## src/rtl/tdm_demux2.sv

```systemverilog
// Receive side of a 2:1 sample-interleaved link. Splits the stream into per-channel held
// registers, emits completed channel pairs, and tracks frame alignment with a lock FSM.
module tdm_demux2 #(
  parameter int unsigned WIDTH = 8
) (
  input  logic             CLK,
  input  logic             RST,
  input  logic [WIDTH-1:0] D,
  input  logic             DV,
  input  logic             SYNC,
  input  logic             CLR,
  output logic [WIDTH-1:0] Y1,
  output logic [WIDTH-1:0] Y2,
  output logic             V1,
  output logic             V2,
  output logic [WIDTH-1:0] P1,
  output logic [WIDTH-1:0] P2,
  output logic             PV,
  output logic             LOCK,
  output logic             ERR
);

  typedef enum logic [1:0] {StHunt, StExp1, StExp2} state_e;

  state_e           state_q;
  logic [WIDTH-1:0] h0_q;  // channel-1 half waiting for its channel-2 partner

  always_ff @(posedge CLK) begin
    if (RST) begin
      state_q <= StHunt;
      h0_q    <= '0;
      Y1      <= '0;
      Y2      <= '0;
      P1      <= '0;
      P2      <= '0;
      V1      <= 1'b0;
      V2      <= 1'b0;
      PV      <= 1'b0;
      LOCK    <= 1'b0;
      ERR     <= 1'b0;
    end else begin
      V1 <= 1'b0;
      V2 <= 1'b0;
      PV <= 1'b0;
      // Clear first so an error set below at the same edge takes priority.
      if (CLR) ERR <= 1'b0;
      if (DV) begin
        unique case (state_q)
          StHunt: begin
            if (SYNC) begin
              Y1      <= D;
              h0_q    <= D;
              V1      <= 1'b1;
              state_q <= StExp2;
              LOCK    <= 1'b1;
            end
          end
          StExp2: begin
            if (SYNC) begin
              // Channel-2 sample missing: restart the pair on this channel-1 sample.
              Y1   <= D;
              h0_q <= D;
              V1   <= 1'b1;
              ERR  <= 1'b1;
            end else begin
              Y2      <= D;
              V2      <= 1'b1;
              P1      <= h0_q;
              P2      <= D;
              PV      <= 1'b1;
              state_q <= StExp1;
            end
          end
          StExp1: begin
            if (SYNC) begin
              Y1      <= D;
              h0_q    <= D;
              V1      <= 1'b1;
              state_q <= StExp2;
            end else begin
              ERR     <= 1'b1;
              state_q <= StHunt;
              LOCK    <= 1'b0;
            end
          end
          default: begin
            state_q <= StHunt;
            LOCK    <= 1'b0;
          end
        endcase
      end
    end
  end

endmodule

```

## config.mk

```make
export PLATFORM = sky130hd
export DESIGN_NAME = tdm_demux2
export DESIGN_NICKNAME = d
export VERILOG_FILES = /design/src/rtl/tdm_demux2.sv
export SDC_FILE = /design/constraint.sdc
export NUM_CORES = 1
export LEC_CHECK = 0
export BUFFER_PORTS_ARGS = -buffer_cell sky130_fd_sc_hd__buf_2
export CAP_MARGIN = 20
export CORE_MARGIN = 4
export CORE_UTILIZATION = 35
export DETAILED_ROUTE_END_ITERATION = 12
export HOLD_SLACK_MARGIN = 0.1
export PLACE_DENSITY = 0.63
export SKIP_CTS_REPAIR_TIMING = 1
export SYNTH_ARGS = -nofsm -noshare
export SYNTH_HDL_FRONTEND = slang
export SYNTH_SLANG_ARGS = --single-unit
```

## constraint.sdc

```tcl
create_clock -name CLK -period 1.5 [get_ports CLK]
set_input_delay 0.15 -clock CLK [delete_from_list [all_inputs] [get_ports CLK]]
set_output_delay 0.15 -clock CLK [all_outputs]
set_load 0.01 [all_outputs]
```

Word level (Yosys, flattened, before mapping):

Index checks and enable logic that the tools add are counted.
Widths: inputs -> output; s select.

* $add $sub $neg: 0
* multiply operators: 0
* div/mod/pow operators: 0
* $lt $le $gt $ge: 0
* equal/unequal tests: 5
* shift-type cells: 0
* multiplexer cells: 14
* bitwise logic cells: 4
* reductions and logical operators: 8

Operators by type and width (count)
* $reduce_and 3->1: 3
* $reduce_or 3->1: 3
* $mux 1: 8
* $mux 2: 3
* $ne 2x2->1 const B: 3
* $pmux 2 s3: 1
* $not 1->1: 4
* $reduce_and 4->1: 1
* $pmux 1 s3: 1
* $eq 2x1->1 const B: 1
* $eq 2x2->1 const B: 1
* $logic_not 2->1: 1
* $pmux 1 s2: 1

* register bits: 30
* latch bits: 0
* memory bits (writable): 0
* bits in read-only memories: 0
* memories kept: 0

Logic depth before layout (Yosys ltp):

* word-level depth: 4
* depth in mapped cells: 7

Least setup slack after synthesis:

No wires, ideal clock.

* path type: reg2reg
* start point: reg state_q[0]
* end point: reg state_q[1]
* data arrival time: 1.495 ns
* setup slack: -0.065 ns
* cell stages (with the launch flop): 6
* path buffers: 0
* cell sequence: dfxtp_1 > inv_1 > ha_1 > mux2_4 > or4_1 > a21oi_1

* word-level cells in the longest chain between the ends: 3

RTL lines
* from (decl): line 25 `state_e state_q;`
* from (signal assigned): line 30 `state_q <= StHunt;`
* from (signal assigned): line 54 `state_q <= StExp2;`
* from (signal assigned): line 71 `state_q <= StExp1;`
* $eq 2x2->1 or $logic_not 2->1 (tied branches): line 48 `unique case (state_q)`
* $ne 2x2->1 (no source line)
* $reduce_and 3->1 (no source line)

Several ways; a longest one is shown, not always the timed one.
A chain may end at the register's enable or synchronous reset.

Final worst setup path:

* start point: reg state_q[1]
* end point: reg state_q[1]

The elaborated chain is that of the path after synthesis.

==> flow_summary.toml <==
[run_status]
status = "finished, violations left"
violations = "negative setup slack"

[yosys]
ys_seq_elements = 30
synth_area_per_cell_um2 = 8.732
async_reset_ff_frac = 0
synth_fp_nets = 159
synthCells = 142
synth_edf_count = 0
yosysWarningCount = 0
syn_area_um2 = 1240
seq_area_frac_synth = 0.4844
synth.distinct_cells = 23
ys.flop_type = "dfxtp_1"

[run]
drv_cap = 0

[power]
p_per_area_nw_per_um2 = 929.1
ir_drop_uv = 581.7
p_leak_nw = 0.7961
total_power_w = 0.001528

[route]
ant_nets = 0
drt_iter0_drc = 72
first_pass_iters = 4
finalWirelength_um = 2958
vias = 1094
vias_per_cell = 4.502
drc = 0
routedWlPerCell_um = 12.17

[placement]
gp_congestion = 0.6913
portBuffers = 49
place_inst = 227
hpwl_um = 2115
place_area_um2 = 1494

[sta]
slew_violations = 0
period_minus_slack_ps = 1559
period_share = 1.039
fin_ws_ps = -58.85
rsz0062_at_grt = "true"
tightest_slew_ps = 538.1
finalHoldViolCount = 0
max-slew-margin-rel = 0.6413
finalHoldWorstSlack_ps = 215.0
timing.fmax_mhz = 641.5
setup_viol = 1
skew_ps = 7.206

[floorplan]
core_area_um2 = 3390
rows = 21
die_w_um = 67.52
die_area_um2 = 4559
die_h_um = 67.52
io_pins = 50
start_util = 0.3658

[global_routing]
first_global_vias = 1060
grt_overflow = 0
grt_start_max_net_pins = 31
antenna_found_initial = 0
grtUsageTotal = 0.1335
grt_pass1_wl_um = 4595

[setup_path]
endpoint_kind = "register"
path_class = "reg -> reg"
critPathBufInv = 1
critical_path_required_ps = 1750
critical_path.max_fanout = 4
cp.arrival_ps = 1810
crit_slowest_cell = "or4_4"
start_kind = "register"
crit_family = "simple AND/OR/NAND/NOR gates"
slowest_delay_ps = 500
cp_cell_sequence = "inv_2 > ha_2 > mux2_4 > or4_4 > a21oi_2"

[cts]
ctsLongestPathBuffers = 2
numCtsBuffers = 5
cts-root-buf = "clkbuf_4"
clock_latency_ps = 320
path_clk_slew_ps = 90
htreeDepth = 2
cts_tree = "yes"
cts_sinks = 30

[layout]
finish.instance_area_um2 = 1644
fin_nets = 213
finalNonFillerCells = 243
final_common_cell = "buf_2"
area_delta_synth_final_pct = 32.59
layout_common_cells = "49 x buf_2, 33 x nand2_1, 28 x dfxtp_1"
drive_gt1_frac = 0.3655
diodes = 0

[min_path]
min_path_type = "in -> reg"
==> cells in the mapped netlist (all sizes together) (2+ instances only) <==
library cell,number,area [um2]
clkbuf,4,15.01
nand3b,2,15.01
nand2b,2,12.51
dfxtp,30,600.6
inv,3,11.26
nand2,33,123.9
a21oi,21,105.1
o21ai,3,15.01
ha,4,50.05
mux2i,8,80.08
buf,13,93.83
nor2,10,37.54
==> worst reg2reg max path: stages (launching register included) <==
cell and delay (ps):
dfxtp_2 370, inv_2 50, ha_2 170, mux2_4 280, or4_4 500, a21oi_2 120
==> state kept, by name, indices dropped and copies added, names as in the netlist <==
register  cells
P2            8
LOCK          1
PV            1
V1            1
P1            8
ERR           1
h0_q          8
state_q       2
==> path summary, 6_finish.rpt <==
kind / from / end / slack (ps) / depth (start not counted)
min: CLR / ERR$_SDFF_PP0_ / 220 / 4
max reg2reg: state_q[1]$_SDFFE_PP0P_ / state_q[1]$_SDFFE_PP0P_ / -60 / 5
min reg2reg: P1[7]$_SDFFE_PP0P_ / P1[7]$_SDFFE_PP0P_ / 460 / 2
max: state_q[1]$_SDFFE_PP0P_ / state_q[1]$_SDFFE_PP0P_ / -60 / 5
==> where the power goes <==
part,internal (W),switching (W)
registers,0.000821,0.0000171
clock network,0.000227,0.000261
logic,0.0000981,0.000103
total,0.00115,0.000381
==> cells by family after synthesis <==
| group | Yosys count | share of synthesized area |
|---|---|---|
| AND/OR/NAND/NOR | 51 | 0.1796 |
| flip-flops | 30 | 0.4844 |
| AO/OA/AOI/OAI | 28 | 0.1221 |
| buffers and inverters | 20 | 0.09686 |
| multiplexers | 9 | 0.07669 |
| adder cells (fa/ha/maj) | 4 | 0.04036 |
==> area by class of cell <==
cell class	instances	area, um2
flip-flops and latches	30	603.1
well taps	46	57.56
inverters	3	11.26
multi-input cells	92	534.3
fillers	331	1745
clock inverters	1	5.005
repair buffers	64	377.9
clock buffers	7	55.05
==> metrics by stage <==
step	setup TNS [ps]	util	setup slack (ps)
floorplan	0	-	2.678
global placement	0	0.4408	17.31
detailed placement	-84.92	0.4408	-84.92
CTS	-105.1	0.4585	-105.1
global route	-101.0	0.4851	-101.0
finish	-58.85	0.4851	-58.85
==> per-layer routing <==
layer / up-vias / track usage / share of wire
met5: - / 0 / 0
met4: 0 / 0.05316 / 0.0068
met3: 2 / 0.03993 / 0.054
met2: 26 / 0.2454 / 0.54
met1: 498 / 0.1401 / 0.40
li1: 568 / - / -
(Power assumes the default switching activity.)
